$ cat config.mk
export PLATFORM = sky130hd
export DESIGN_NAME = serial_subtractor
export DESIGN_NICKNAME = d
export VERILOG_FILES = /design/src/rtl/serial_subtractor_pkg.sv /design/src/rtl/serial_subtractor_full_subtractor.sv /design/src/rtl/serial_subtractor.sv
export SDC_FILE = /design/constraint.sdc
export NUM_CORES = 1
export LEC_CHECK = 0
export CAP_MARGIN = 30
export CORE_MARGIN = 2
export CORE_UTILIZATION = 56
export CTS_CLUSTER_SIZE = 10
export DETAILED_ROUTE_END_ITERATION = 10
export PLACE_DENSITY = 0.84
export SYNTH_ARGS = -nofsm -noshare
export SYNTH_HDL_FRONTEND = slang
export SYNTH_SLANG_ARGS = --single-unit
export TNS_END_PERCENT = 20
$ cat constraint.sdc
create_clock -name clk -period 2.2 [get_ports clk]
set_input_delay 0.44 -clock clk [delete_from_list [all_inputs] [get_ports clk]]
set_output_delay 0.44 -clock clk [all_outputs]
set_load 0.005 [all_outputs]
$ cat src/rtl/serial_subtractor_pkg.sv
// Shared definitions for the bit-serial ALU datapath family.
// Latency: n/a (types and constants only).
// Backpressure: n/a.
// State encoding is shared so a future serial adder/comparator sequences identically.
package serial_subtractor_pkg;

  localparam int DEFAULT_WIDTH = 8;

  typedef enum logic [1:0] {
    IDLE  = 2'd0,
    SHIFT = 2'd1,
    DONE  = 2'd2
  } state_e;

endpackage

$ cat src/rtl/serial_subtractor_full_subtractor.sv
// 1-bit full-subtractor cell: diff_o = a_i - b_i - bin_i, borrow out on bout_o.
// Latency: combinational.
// Backpressure: none.
// Ports: a_i, b_i, bin_i (inputs); diff_o, bout_o (outputs).
module full_subtractor (
  input  logic a_i,
  input  logic b_i,
  input  logic bin_i,
  output logic diff_o,
  output logic bout_o
);

  assign diff_o = a_i ^ b_i ^ bin_i;
  // Borrow when a<b outright, or when a==b and a borrow is already pending.
  assign bout_o = (~a_i & b_i) | (~(a_i ^ b_i) & bin_i);

endmodule

$ cat src/rtl/serial_subtractor.sv
// Bit-serial two's-complement subtractor: diff = a - b - bin, LSB first, one bit per cycle.
// Latency: done pulses WIDTH cycles after start is accepted; one op per WIDTH+2 cycles.
// Backpressure: start is only sampled in IDLE; requests while busy are dropped, not queued.
// Ports: clk, rst_n, start, a, b, bin (inputs); busy, done, diff, bout, zero, ovf (outputs).
module serial_subtractor
  import serial_subtractor_pkg::*;
#(
  parameter int WIDTH = DEFAULT_WIDTH
) (
  input  logic             clk,
  input  logic             rst_n,
  input  logic             start,
  input  logic [WIDTH-1:0] a,
  input  logic [WIDTH-1:0] b,
  input  logic             bin,
  output logic             busy,
  output logic             done,
  output logic [WIDTH-1:0] diff,
  output logic             bout,
  output logic             zero,
  output logic             ovf
);

  localparam int CW = $clog2(WIDTH);
  localparam logic [CW-1:0] LAST_BIT = CW'(WIDTH - 1);

  state_e           state_q, state_d;
  logic [CW-1:0]    cnt_q, cnt_d;
  logic [WIDTH-1:0] a_q, a_d;
  logic [WIDTH-1:0] b_q, b_d;
  logic [WIDTH-1:0] res_q, res_d;
  logic             brw_q, brw_d;
  // Operand MSBs kept aside because the shift registers are consumed.
  logic             amsb_q, amsb_d;
  logic             bmsb_q, bmsb_d;
  logic [WIDTH-1:0] diff_q, diff_d;
  logic             bout_q, bout_d;
  logic             zero_q, zero_d;
  logic             ovf_q, ovf_d;

  logic cell_diff;
  logic cell_bout;

  full_subtractor u_cell (
    .a_i    (a_q[0]),
    .b_i    (b_q[0]),
    .bin_i  (brw_q),
    .diff_o (cell_diff),
    .bout_o (cell_bout)
  );

  always_comb begin
    state_d = state_q;
    cnt_d   = cnt_q;
    a_d     = a_q;
    b_d     = b_q;
    res_d   = res_q;
    brw_d   = brw_q;
    amsb_d  = amsb_q;
    bmsb_d  = bmsb_q;
    diff_d  = diff_q;
    bout_d  = bout_q;
    zero_d  = zero_q;
    ovf_d   = ovf_q;

    case (state_q)
      IDLE: begin
        if (start) begin
          a_d     = a;
          b_d     = b;
          brw_d   = bin;
          amsb_d  = a[WIDTH-1];
          bmsb_d  = b[WIDTH-1];
          cnt_d   = '0;
          state_d = SHIFT;
        end
      end
      SHIFT: begin
        a_d   = a_q >> 1;
        b_d   = b_q >> 1;
        brw_d = cell_bout;
        // Result fills from the MSB side, so after WIDTH shifts bit 0 lands at index 0.
        res_d = {cell_diff, res_q[WIDTH-1:1]};
        if (cnt_q == LAST_BIT) begin
          state_d = DONE;
          // Visible outputs take the completed result in one step; no partial values leak.
          diff_d  = res_d;
          bout_d  = cell_bout;
          zero_d  = (res_d == '0);
          ovf_d   = (amsb_q != bmsb_q) && (cell_diff != amsb_q);
        end else begin
          cnt_d = cnt_q + CW'(1);
        end
      end
      DONE: begin
        state_d = IDLE;
      end
      default: begin
        state_d = IDLE;
      end
    endcase
  end

  always_ff @(posedge clk or negedge rst_n) begin
    if (!rst_n) begin
      state_q <= IDLE;
      cnt_q   <= '0;
      a_q     <= '0;
      b_q     <= '0;
      res_q   <= '0;
      brw_q   <= 1'b0;
      amsb_q  <= 1'b0;
      bmsb_q  <= 1'b0;
      diff_q  <= '0;
      bout_q  <= 1'b0;
      zero_q  <= 1'b0;
      ovf_q   <= 1'b0;
    end else begin
      state_q <= state_d;
      cnt_q   <= cnt_d;
      a_q     <= a_d;
      b_q     <= b_d;
      res_q   <= res_d;
      brw_q   <= brw_d;
      amsb_q  <= amsb_d;
      bmsb_q  <= bmsb_d;
      diff_q  <= diff_d;
      bout_q  <= bout_d;
      zero_q  <= zero_d;
      ovf_q   <= ovf_d;
    end
  end

  assign busy = (state_q != IDLE);
  assign done = (state_q == DONE);
  assign diff = diff_q;
  assign bout = bout_q;
  assign zero = zero_q;
  assign ovf  = ovf_q;

endmodule

# ---- Word level (Yosys, flattened, before mapping)
# Index checks and enable logic that the tools add are counted.
dict set report word_totals {
  mem_bits_rw 0
  mem_bits_ro 0
  latchBits 0
  word_cells 50
  output_inout_bits 13
  n_memories 0
  reg_bits 43
}
dict set report op_classes {
  shift 0
  n_reduce_logical 10
  eq_ne 8
  n_mul 0
  n_mux 12
  order_cmp 0
  n_bitwise 7
  n_div 0
  n_addsub 1
}
# op count
set op_table {}
lappend op_table {{8-bit one-hot mux with 2 select lines} 2}
lappend op_table {{8-bit 2-to-1 mux} 2}
lappend op_table {{8-bit zero test} 1}
lappend op_table {{2-bit AND reduction} 4}
lappend op_table {{3-bit 2-to-1 mux} 2}
lappend op_table {{2-bit inequality test (second input constant)} 3}
lappend op_table {{3-bit one-hot mux with 2 select lines} 1}
lappend op_table {{2-bit 2-to-1 mux} 2}
lappend op_table {{2-bit one-hot mux with 2 select lines} 1}
lappend op_table {{2-bit nonzero test} 2}
lappend op_table {{3-bit by 1-bit adder with 3-bit output (second input constant)} 1}
lappend op_table {{3-bit == test (second input constant)} 1}
lappend op_table {{3-bit AND reduction} 1}
lappend op_table {{1-bit AND} 2}
lappend op_table {{2-bit by 1-bit == test with 1-bit output (second input constant)} 1}
lappend op_table {{2-bit == test (second input constant)} 1}
lappend op_table {{2-bit zero test} 1}
lappend op_table {{1-bit inequality test} 2}
lappend op_table {{1-bit NOT} 2}
lappend op_table {{1-bit one-hot mux with 2 select lines} 1}
lappend op_table {{1-bit bitwise XOR} 2}
lappend op_table {{1-bit logical AND} 1}
lappend op_table {{1-bit 2-to-1 mux} 1}
lappend op_table {{1-bit bitwise OR} 1}

# ---- Depth between registers and ports, before layout
# Gate-level depths: netlist of the first run.
dict set report depth {
  depth_word 5
  mapped_depth 6
  mapped_depth_nobuf 5
}

# ---- Hierarchy
# Synthesis of the first run repeated with hierarchy kept, for this count alone.
dict set report unflattened {
  cells_unflattened 169
  hier_area_um2 1968.1
}
# mod seq_area_each_um2 n_inst area_per_inst_um2 cells_each
set by_module_without_submodules {}
lappend by_module_without_submodules {serial_subtractor 1051.0 1 1936.9 165}
lappend by_module_without_submodules {full_subtractor 0.0 1 31.3 4}

# ---- Worst setup path before layout of the first run
# No wires, ideal clock.
dict set report synth_timing {
  path_kind {flip-flop to flip-flop}
  startpoint {reg cnt_q[0]}
  endpoint {reg diff_q[5], in the netlist diff[5]}
  path_slack_ps 698
  stages_incl_launch_ff 6
  setup_ps 125
  arrival_ps 1377
  path_buffers 1
  path_cell_list {dfrtp_1 > ha_1 > ha_1 > nand3b_4 > buf_6 > mux2_4}
}
dict set report synth_between {
  elab_chain_len 2
}
# element line_no
set synth_rtl {}
lappend synth_rtl {{start: declaration} serial_subtractor.sv:28} ;# logic [CW-1:0] cnt_q, cnt_d;
lappend synth_rtl {{start signal: assignment} serial_subtractor.sv:120} ;# cnt_q <= cnt_d;
lappend synth_rtl {{3-bit == test} serial_subtractor.sv:84} ;# if (cnt_q == LAST_BIT) begin
lappend synth_rtl {{2-bit AND reduction (no source line)} --}
lappend synth_rtl {{end signal: assignment} serial_subtractor.sv:127} ;# diff_q <= diff_d;
lappend synth_rtl {{end: declaration} serial_subtractor.sv:36} ;# logic [WIDTH-1:0] diff_q, diff_d;
# No other way between the ends.
# A chain may end at the register's enable or synchronous reset.

# ---- Final worst setup path of the first run
dict set report layout_timing {
  startpoint {reg state_q[0]}
  endpoint {out busy}
}
dict set report layout_between {
  elab_chain_len 1
}
# element line_no
set layout_rtl {}
lappend layout_rtl {{start: declaration} serial_subtractor.sv:27} ;# state_e state_q, state_d;
lappend layout_rtl {{start signal: assignment} serial_subtractor.sv:119} ;# state_q <= state_d;
lappend layout_rtl {{2-bit nonzero test} serial_subtractor.sv:134} ;# assign busy = (state_q != IDLE);
lappend layout_rtl {{end: declaration} serial_subtractor.sv:16} ;# output logic busy,
# No other way between the ends.

==> results of run 1 <==
==> synthesized netlist by cell type, drive strengths merged, types with 2 or more instances <==
cell type,instances,share of area [%]
a21oi,9,2.4
a22o,5,2.3
a22oi,10,4.0
and2b,2,0.79
and3b,4,1.8
buf,6,2.8
clkbuf,2,0.40
dfrtp,42,55
ha,2,1.3
inv,4,0.79
mux2,11,7.1
nand2,42,8.3
nor2,2,0.40
nor2b,7,2.4
nor4,2,0.66
o21ai,20,5.3
==> per-layer routing <==
| layer | GRT usage [%] | vias up |
|---|---|---|
| li1 | - | 671 |
| met1 | 29.2 | 706 |
| met2 | 30.7 | 42 |
| met3 | 6.16 | 8 |
| met4 | 8.61 | 0 |
| met5 | 0 | - |
==> layout by cell type, fill, tap and decap left out, types with 3 or more instances in the layout <==
master,instances
nand2_1,42
nor2b_1,6
inv_1,4
o21ai_0,16
dfrtp_1,42
clkdlybuf4s50_1,31
a22o_1,5
a22oi_1,10
buf_4,3
clkbuf_4,5
a21oi_1,9
mux2_2,8
o21ai_1,4
mux2_4,3
and3b_1,4
==> logic make-up (layout without fill, tap and decap cells) <==
group | after synthesis | after routing | synth area share (%)
simple gates | 63 | 63 | 16.6
compound gates | 45 | 45 | 14.5
flops | 42 | 42 | 55.4
buf+inv | 12 | 47 | 3.96
mux | 11 | 11 | 7.13
fa+ha+maj | 3 | 3 | 2.38
==> area by class of cell <==
cell class | instances | share of cell area, %
inverters | 4 | 0.651
clock buffers | 7 | 1.95
repair buffers | 35 | 14.7
clock inverters | 1 | 1.30
well taps | 46 | 2.50
flip-flops and latches | 42 | 45.6
multi-input cells | 122 | 33.4
==> power by group <==
| group | internal, mW | switching [mW] |
|---|---|---|
| Sequential | 1.09 | 0.218 |
| Combinational | 0.635 | 0.557 |
| Clock | 0.241 | 0.249 |
==> how the worst max path moves through the flow <==
stage,start,end,slack [ps],cells past startpoint
CTS,state_q[1],busy,240,2
global route,state_q[1],busy,190,2
detailed placement,start,a_q[1],220,4
floorplan,cnt_q[0],diff[5],700,5
finish,state_q[0],busy,260,2
global placement,start,bmsb_q,330,4
==> stage by stage <==
step | worst slack (ps) | power [mW] | instance area (um2) | instances
floorplan | 698 | 2.09 | 1900 | 176
global placement | 327 | 2.42 | 2230 | 249
detailed placement | 217 | 2.52 | 2230 | 249
CTS | 238 | 3.01 | 2310 | 257
global route | 189 | 3.20 | 2310 | 257
finish | 258 | 2.99 | 2310 | 257
==> registers in the layout, summed over array words and instances (netlist names), 2 cells and up <==
register / cells
b_q: 8
res_q: 7
cnt_q: 3
a_q: 8
state_q: 2
diff: 8
==> worst max-delay path: cells and delay by family, from the launching register on <==
kind | cells | cell delay, ps
flops | 1 | 410
buf+inv | 1 | 450
simple gates | 1 | 280
==> results.md, run 1 <==
* Status: finished, final reports clean
* Flip-flop and latch area at 1050 um2
* Largest net degree at the start of global routing at 43
* CP Class: flip-flop to output pin
* Worst path required time at 1760 ps
* Setup TNS at 0 ps
* Met1 WL at 1630 um
* Most used DFF post-synth: dfrtp_1
* Leak at 1.07 nW
* Slowest cell on crit path: clkdlybuf4s50_1
* RR Startpoint: state_q[0]
* Worst Hold Class: input pin to async pin
* Routed Antenna Nets at 0
* Width of the die at 62.2 um
* Multi-input logic area at 769 um2
* ANT cells at 0
* Rows at 21
* Final worst path period share at 88.3%
* Setup slack, reg-to-reg at 580 ps
* Count of final setup violators at 0
* Worst-path maximum fanout at 3
* CTS root buf: clkbuf_4
* Latest clock arrival within the worst-skew pair at 360 ps
* Final core utilization at 70.2%
* CP Capture Type: output pin
* Ratio of cells with drive above 1 in the final layout at 11.8%
* Fillers at 244
* Max Fclk at 515 MHz
* GRT overflow at 0
* Async SR Flop Fraction at 100%
* Crit-path cells: or2_2 -> clkdlybuf4s50_1
* RSZ-0062 raised after global routing: false
* P&R area growth vs syn at 21.7%
* Mapped Area at 1900 um2
* Slew Viols, Final at 0
* Worst Clk Skew at 14.1 ps
* Sequential-to-total area share from yosys stat at 55.4%
* Clk sink count at 42
* Bufs on Longest Clock Path at 2
* Worst r2r path cells at 3
* GP Congestion at 0.791
* CTS tree: built
* Clock-pin slew on the worst setup and hold paths at 130 ps
* Hold Slack at 124 ps
* Die Area at 3870 um2
* IR drop worst, VDD at 915 uV
* Vias at 1427
* Arr. time, crit path at 1500 ps
* Met2 wire len at 1840 um
* Post-CTS resize count at 0
* Mapped Cells at 176
* Final nets at 233
* Gr usage total at 20.9%
* Synthesized net count at 199
* Reg-to-reg endpoint: cnt_q[1]
* CTS Hold Bufs at 0
* Power per cell area at 1300 nW/um2
* Worst setup SP type: flip-flop
* I/O Buffers at 32
* Synth cell types at 26
* First-pass GRT wire length at 6330 um
* 1st-iter DRT viols at 90
* Area of the core at 3280 um2
* Final wirelength at 3720 um
* Clock H-tree levels at 2
* Top-level port count at 33
* Die H at 62.2 um
* DR top layer: met4
* Num CTS Buffers at 5
* Metal3 WL at 181 um
* Number of global-route vias before repair at 1329
* Initial core utilization at 57.7%
* Residual DRC count at 0
* Max incr delay on CP at 450 ps
* Placed wire-length estimate after detailed placement at 2580 um
* EDFF count, synth at 0
* Number of max-cap violations at 0
* Syn avg cell area at 10.8 um2
* Post-CTS Setup Inserts at 0
* Drt pass-1 iters at 4
* Vias per cell at 5.55
* Slew @ Worst Pin at 721 ps
* Flops & latches, synth at 42
* Final hold viol count at 0
* Routed wirelength normalized by instance count at 14.5 um
* Yosys warns at 0
* Rel. slew slack at 51.9%
* Crit path time final at 1940 ps
* Initial antenna violation count at 0
No activity file was read; power rests on OpenSTA's default activity.
==> run 2, diff against run 1 <==
--- a/config.mk
+++ b/config.mk
@@ -10,8 +10,9 @@
 export CORE_UTILIZATION = 56
 export CTS_CLUSTER_SIZE = 10
 export DETAILED_ROUTE_END_ITERATION = 10
-export PLACE_DENSITY = 0.84
+export PLACE_DENSITY = 0.83
 export SYNTH_ARGS = -nofsm -noshare
 export SYNTH_HDL_FRONTEND = slang
+export SYNTH_HIERARCHICAL = 1
 export SYNTH_SLANG_ARGS = --single-unit
 export TNS_END_PERCENT = 20
==> run 2 against run 1 <==
- setup slack lost 120 ps
- clock skew decreased by 6.4 ps
- die area increased by 3.6%
- area after synthesis grew 3.8%
- critical path depth unchanged
- fmax shrank 6.0%
- sequential cell count unchanged
- total power rose by 2.6%
- critical path type unchanged
- critical endpoint is now done
- largest power group unchanged
- highest routed layer unchanged
==> results.md, run 2 <==
* Die Area at 4000 um2 (was 3870 um2)
* CTS Hold Bufs at 0 (unchanged)
* Top-level port count at 33 (unchanged)
* Vias at 1388 (was 1427)
* 1st-iter DRT viols at 51 (was 90)
* Most used DFF post-synth: dfrtp_1 (unchanged)
* Number of max-cap violations at 0 (unchanged)
* Slew Viols, Final at 0 (unchanged)
* Worst Clk Skew at 7.64 ps (was 14.1 ps)
* Count of final setup violators at 0 (unchanged)
* Yosys warns at 6 (was 0)
* Gr usage total at 20.2% (was 20.9%)
* Power per cell area at 1280 nW/um2 (was 1300 nW/um2)
* Highest-count cells in the layout ignoring fill and taps: dfrtp_1, clkdlybuf4s50_1, o21ai_1 (was nand2_1, dfrtp_1, clkdlybuf4s50_1)
* Drt pass-1 iters at 4 (unchanged)
* Worst path required time at 1760 ps (about the same)
* Area of the core at 3360 um2 (was 3280 um2)
* Final nets at 226 (was 233)
* Final wirelength at 3710 um (was 3720 um)
* Die H at 63.3 um (was 62.2 um)
* EDFF count, synth at 0 (unchanged)
* Non-filler instance count after layout at 250 (was 257)
* Number of global-route vias before repair at 1323 (was 1329)
* First-pass GRT wire length at 6150 um (was 6330 um)
* Flops & latches, synth at 42 (unchanged)
* Slew @ Worst Pin at 596 ps (was 721 ps)
* GR Util met2 at 34.0% (was 30.7%)
* Routed wirelength normalized by instance count at 14.8 um (was 14.5 um)
* Crit path time final at 2070 ps (was 1940 ps)
* ANT cells at 0 (unchanged)
* RSZ-0062 raised after global routing: false (unchanged)
* Latest clock arrival within the worst-skew pair at 360 ps (about the same)
* CTS tree: built (unchanged)
* Vias per cell at 5.55 (about the same)
* Synth top area share at 53.4% (was 55.4%)
* Synth area leader: dfrtp_1 (unchanged)
* GR Util met1 at 24.3% (was 29.2%)
* Mapped Cells at 169 (was 176)
* Setup TNS at 0 ps (unchanged)
* Synthesized net count at 192 (was 199)
* Commonest non-fill, non-tap cell in the layout: dfrtp_1
* CTS root buf: clkbuf_4 (unchanged)
* Routed Antenna Nets at 0 (unchanged)
* CP Capture Type: output pin (unchanged)
* Rows at 21 (unchanged)
* Multi-input logic area at 837 um2 (was 769 um2)
* Initial core utilization at 58.5% (was 57.7%)
* Clk sink count at 42 (unchanged)
* Sequential-to-total area share from yosys stat at 53.4% (was 55.4%)
* Most numerous cell in the Yosys netlist: dfrtp_1
* Num CTS Buffers at 5 (unchanged)
* I/O Buffers at 32 (unchanged)
* Syn avg cell area at 11.6 um2 (was 10.8 um2)
* Clock-pin slew on the worst setup and hold paths at 130 ps (about the same)
* Final worst path period share at 93.9% (was 88.3%)
* Arr. time, crit path at 1630 ps (was 1500 ps)
* Initial antenna violation count at 0 (unchanged)
* Flip-flop and latch area at 1050 um2 (about the same)
* Async SR Flop Fraction at 100% (unchanged)
* GP Congestion at 0.704 (was 0.791)
* Bufs on Longest Clock Path at 2 (unchanged)
* GRT overflow at 0 (unchanged)
* Synth cell types at 27 (was 26)
* Top cells by count, synth: dfrtp_1, o21ai_1, a21oi_1 (was dfrtp_1, nand2_1, o21ai_0)
* Mapped Area at 1970 um2 (was 1900 um2)
* Residual DRC count at 0 (unchanged)
* Fillers at 271 (was 244)
* Placed wire-length estimate after detailed placement at 2600 um (was 2580 um)
* Synth area leaders: dfrtp_1, mux2_1, a22oi_1 (was dfrtp_1, nand2_1, mux2_2)
* Rel. slew slack at 60.2% (was 51.9%)
* P&R area growth vs syn at 21.9% (was 21.7%)
* Largest net degree at the start of global routing at 43 (unchanged)
* Leak at 1.04 nW (was 1.07 nW)
* GR Util met3 at 6.61% (was 6.16%)
* Placed Cells incl. Taps at 242 (was 249)
* Clock H-tree levels at 2 (unchanged)
* Worst-path maximum fanout at 9 (was 3)
* Final hold viol count at 0 (unchanged)
* Status: finished, final reports clean (unchanged)
* Worst Hold Class: input pin to async pin (unchanged)
* Ratio of cells with drive above 1 in the final layout at 11.3% (was 11.8%)
* IR drop worst, VDD at 782 uV (was 915 uV)
* Worst setup SP type: flip-flop (unchanged)
* GRT Max-Usage Layer: met2 (unchanged)
* Width of the die at 63.3 um (was 62.2 um)
* CP Class: flip-flop to output pin (unchanged)
* Max Fclk at 484 MHz (was 515 MHz)
==> run 2: cell count changes in the layout (fill, tap and decap cells not counted), sizes merged, moves of 3 or more <==
cell	before	now
nand2	42	5
nor2b	7	16
and2b	2	7
a22oi	10	15
and3b	4	0
mux2	11	19
a22o	5	2
a21oi	9	18
==> run 2: per-layer routing <==
layer | wire (um) | part of all wire [%]
met1 | 1610 | 44
met2 | 1890 | 51
met3 | 148 | 4.0
met4 | 56 | 1.5
met5 | 0 | 0
==> run 2: power by group <==
part,leakage (nW),switching (mW),internal [mW]
clock network,0.0456,0.258,0.241
registers,0.510,0.275,1.11
logic,0.482,0.513,0.673
total,1.04,1.05,2.02
==> run 2: final timing paths <==
check | start | to | slack [ps] | depth (start not counted)
max | state_q[1] | done | 130 | 2
min | rst_n | zero | 120 | 2
max reg2reg | state_q[0] | cnt_q[0] | 510 | 3
min reg2reg | diff[1] | diff[1] | 510 | 1
max in group asynchronous | rst_n | state_q[0] | 1700 | 2
min in group clk | diff[1] | diff[1] | 510 | 1
==> run 2: repair_timing <==
action / CTS / global route
resized for setup: 0 / 1
buffers inserted: 0 / 0
setup endpoints to repair: 0 / 1
==> run 2: stage by stage <==
| step | hold WS, ps | power [mW] | worst slack [ps] | util (%) | area [um2] |
|---|---|---|---|---|---|
| finish | 116 | 3.07 | 135 | 71.4 | 2400 |
| detailed placement | 484 | 2.61 | 301 | 68.9 | 2320 |
| CTS | 130 | 3.10 | 14.5 | 71.3 | 2400 |
| global placement | 465 | 2.51 | 347 | 68.9 | 2320 |
| floorplan | 144 | 2.15 | 716 | - | 1970 |
| global route | 143 | 3.30 | 48.4 | 71.4 | 2400 |
==> run 2: worst max-delay path, stage by stage, from the launching register on <==
cell             delay [ps]
dfrtp_1                 590
nor2b_1                 170
clkdlybuf4s50_1         500
==> run 2: cell type report <==
| type | instances | share of cell area [%] |
|---|---|---|
| flip-flops and latches | 42 | 43.8 |
| well taps | 46 | 2.40 |
| repair buffers | 37 | 14.7 |
| clock buffers | 5 | 1.56 |
| multi-input cells | 112 | 34.9 |
| clock inverters | 3 | 1.82 |
| inverters | 5 | 0.782 |
==> run 2: logic make-up after synthesis <==
group / share of synthesized area (%)
multiplexers: 11.3
buffers and inverters: 4.07
AND/OR/NAND/NOR: 12.6
flip-flops: 53.4
adder cells (fa/ha/maj): 2.29
AO/OA/AOI/OAI: 16.4
==> run 3, diff against run 2 <==
--- a/config.mk
+++ b/config.mk
@@ -7,10 +7,9 @@
 export LEC_CHECK = 0
 export CAP_MARGIN = 30
 export CORE_MARGIN = 2
-export CORE_UTILIZATION = 56
+export CORE_UTILIZATION = 25
 export CTS_CLUSTER_SIZE = 10
 export DETAILED_ROUTE_END_ITERATION = 10
-export PLACE_DENSITY = 0.83
 export SYNTH_ARGS = -nofsm -noshare
 export SYNTH_HDL_FRONTEND = slang
 export SYNTH_HIERARCHICAL = 1
==> run 3 against run 2 <==
- combinational power about the same
- largest power group unchanged
- register-to-register slack improved by 70 ps
- clock-buffer cell count up 2
- sequential power is essentially flat
- sequential share of layout area shrank 1.6 points
- largest cell class unchanged
==> results.md, run 3 (same netlist as run 2, synthesis figures left out) <==
* Initial core utilization at 25.6% (was 58.5%)
* Count of final setup violators at 0 (unchanged)
* Area of the core at 7690 um2 (was 3360 um2)
* GR Util met2 at 14.8% (was 34.0%)
* Slew @ Worst Pin at 546 ps (was 596 ps)
* Die H at 92.7 um (was 63.3 um)
* 1st-iter DRT viols at 78 (was 51)
* P&R area growth vs syn at 26.3% (was 21.9%)
* Num CTS Buffers at 5 (unchanged)
* Buffers & Inverters on Critical Path at 1 (unchanged)
* Slowest cell on crit path: dfrtp_1 (unchanged)
* Tot Pwr at 3.10 mW (was 3.07 mW)
* Final wirelength at 4030 um (was 3710 um)
* First-pass GRT wire length at 6820 um (was 6150 um)
* Number of global-route vias before repair at 1335 (was 1323)
* Final core utilization at 32.3% (was 71.4%)
* Top-level port count at 33 (unchanged)
* Die Area at 8600 um2 (was 4000 um2)
* Worst setup SP type: flip-flop (unchanged)
* Setup TNS at 0 ps (unchanged)
* Rel. slew slack at 63.6% (was 60.2%)
* I/O Buffers at 32 (unchanged)
* Width of the die at 92.7 um (was 63.3 um)
* Worst Hold Class: input pin to async pin (unchanged)
* GRT Max-Usage Layer: met2 (unchanged)
* CTS tree: built (unchanged)
* Worst Clk Skew at 5.43 ps (was 7.64 ps)
* Bufs on Longest Clock Path at 2 (unchanged)
* Largest net degree at the start of global routing at 43 (unchanged)
* Crit-path leading delay family: flip-flops (unchanged)
* GP Congestion at 0.730 (was 0.704)
* CP Class: flip-flop to output pin (unchanged)
* Final WS setup at 201 ps (was 135 ps)
* Crit path time final at 2000 ps (was 2070 ps)
* ANT cells at 0 (unchanged)
* Clock H-tree levels at 2 (unchanged)
* Gr usage total at 10.2% (was 20.2%)
* Post-CTS resize count at 0 (unchanged)
* Slew Viols, Final at 0 (unchanged)
* CTS Hold Bufs at 0 (unchanged)
* Post-CTS Setup Inserts at 0 (unchanged)
* Max incr delay on CP at 580 ps (was 590 ps)
* Worst r2r path cells at 5 (was 3)
* Crit-path cells: nor2b_1 -> clkdlybuf4s50_1 (unchanged)
* Hold Slack at 207 ps (was 116 ps)
* Placed wire-length estimate after detailed placement at 2740 um (was 2600 um)
* Status: finished, final reports clean (unchanged)
* Clock-pin slew on the worst setup and hold paths at 80 ps (was 130 ps)
* Worst-path maximum fanout at 10 (was 9)
* Max Fclk at 500 MHz (was 484 MHz)
* RSZ-0062 raised after global routing: false (unchanged)
* GR Util met1 at 14.5% (was 24.3%)
* Ratio of cells with drive above 1 in the final layout at 10.7% (was 11.3%)
* Number of max-cap violations at 0 (unchanged)
* GRT overflow at 0 (unchanged)
* Highest-count cells in the layout ignoring fill and taps: dfrtp_1, clkdlybuf4s50_1, o21ai_1 (unchanged)
* Setup slack, reg-to-reg at 580 ps (was 510 ps)
* GR Util met3 at 2.77% (was 6.61%)
* Power per cell area at 1250 nW/um2 (was 1280 nW/um2)
* Final worst path period share at 90.8% (was 93.9%)
* Reg-to-reg endpoint: zero (was cnt_q[0])
* Arr. time, crit path at 1560 ps (was 1630 ps)
* Vias per cell at 4.55 (was 5.55)
* Commonest non-fill, non-tap cell in the layout: dfrtp_1 (unchanged)
* Latest clock arrival within the worst-skew pair at 290 ps (was 360 ps)
* CTS root buf: clkbuf_8 (was clkbuf_4)
* Rows at 32 (was 21)
* RR Startpoint: b_q[0] (was state_q[0])
* Initial antenna violation count at 0 (unchanged)
* Final nets at 227 (was 226)
* Drt pass-1 iters at 4 (unchanged)
* IR drop worst, VDD at 369 uV (was 782 uV)
* Residual DRC count at 0 (unchanged)
* Fillers at 804 (was 271)
* CP Capture Type: output pin (unchanged)
* Leak at 1.05 nW (was 1.04 nW)
* Final hold viol count at 0 (unchanged)
* Worst path required time at 1760 ps (about the same)
* Vias at 1397 (was 1388)
* Routed wirelength normalized by instance count at 13.1 um (was 14.8 um)
* Setup Slack @ Placement at 275 ps (was 301 ps)
* Routed Antenna Nets at 0 (unchanged)
* Clk sink count at 42 (unchanged)
run 3: through the flow:
| stage | std cells | cell area [um2] |
|---|---|---|
| 5_1_grt | 307 | 2490 |
| 3_5_place_dp | 299 | 2390 |
| 2_1_floorplan | 169 | 1970 |
| 6_report | 307 | 2490 |
| 3_3_place_gp | 299 | 2390 |
| 4_1_cts | 307 | 2490 |
run 3: area by class of cell:
type / instances / area (um2) / area share, %
Clock buffer: 7 / 86.3 / 3.47
Timing Repair Buffer: 38 / 360 / 14.5
Multi-Input combinational cell: 112 / 837 / 33.7
Inverter: 5 / 18.8 / 0.755
Clock inverter: 1 / 5.00 / 0.201
Sequential cell: 42 / 1050 / 42.3
Tap cell: 102 / 128 / 5.13
run 3: worst max-delay path by stage:
stage                     from     end  slack, ps  cells past startpoint
floorplan             cnt_q[0]    bout        720                      5
global placement         start  amsb_q        330                      4
detailed placement       start  amsb_q        280                      4
CTS                 state_q[1]    done        190                      2
global route        state_q[1]    done        100                      2
finish              state_q[1]    done        200                      2
run 3: per-layer routing:
| layer | routed length (um) | up-vias |
|---|---|---|
| met5 | 0 | - |
| met2 | 1860 | 25 |
| met3 | 123 | 6 |
| met1 | 2000 | 697 |
| met4 | 57 | 0 |
| li1 | - | 669 |
run 3: where the power goes:
part | switching [mW] | leakage (nW) | internal (mW) | total [mW]
Clock | 0.255 | 0.0482 | 0.253 | 0.508
Combinational | 0.533 | 0.486 | 0.687 | 1.22
Sequential | 0.258 | 0.511 | 1.11 | 1.37
Total | 1.05 | 1.05 | 2.05 | 3.10
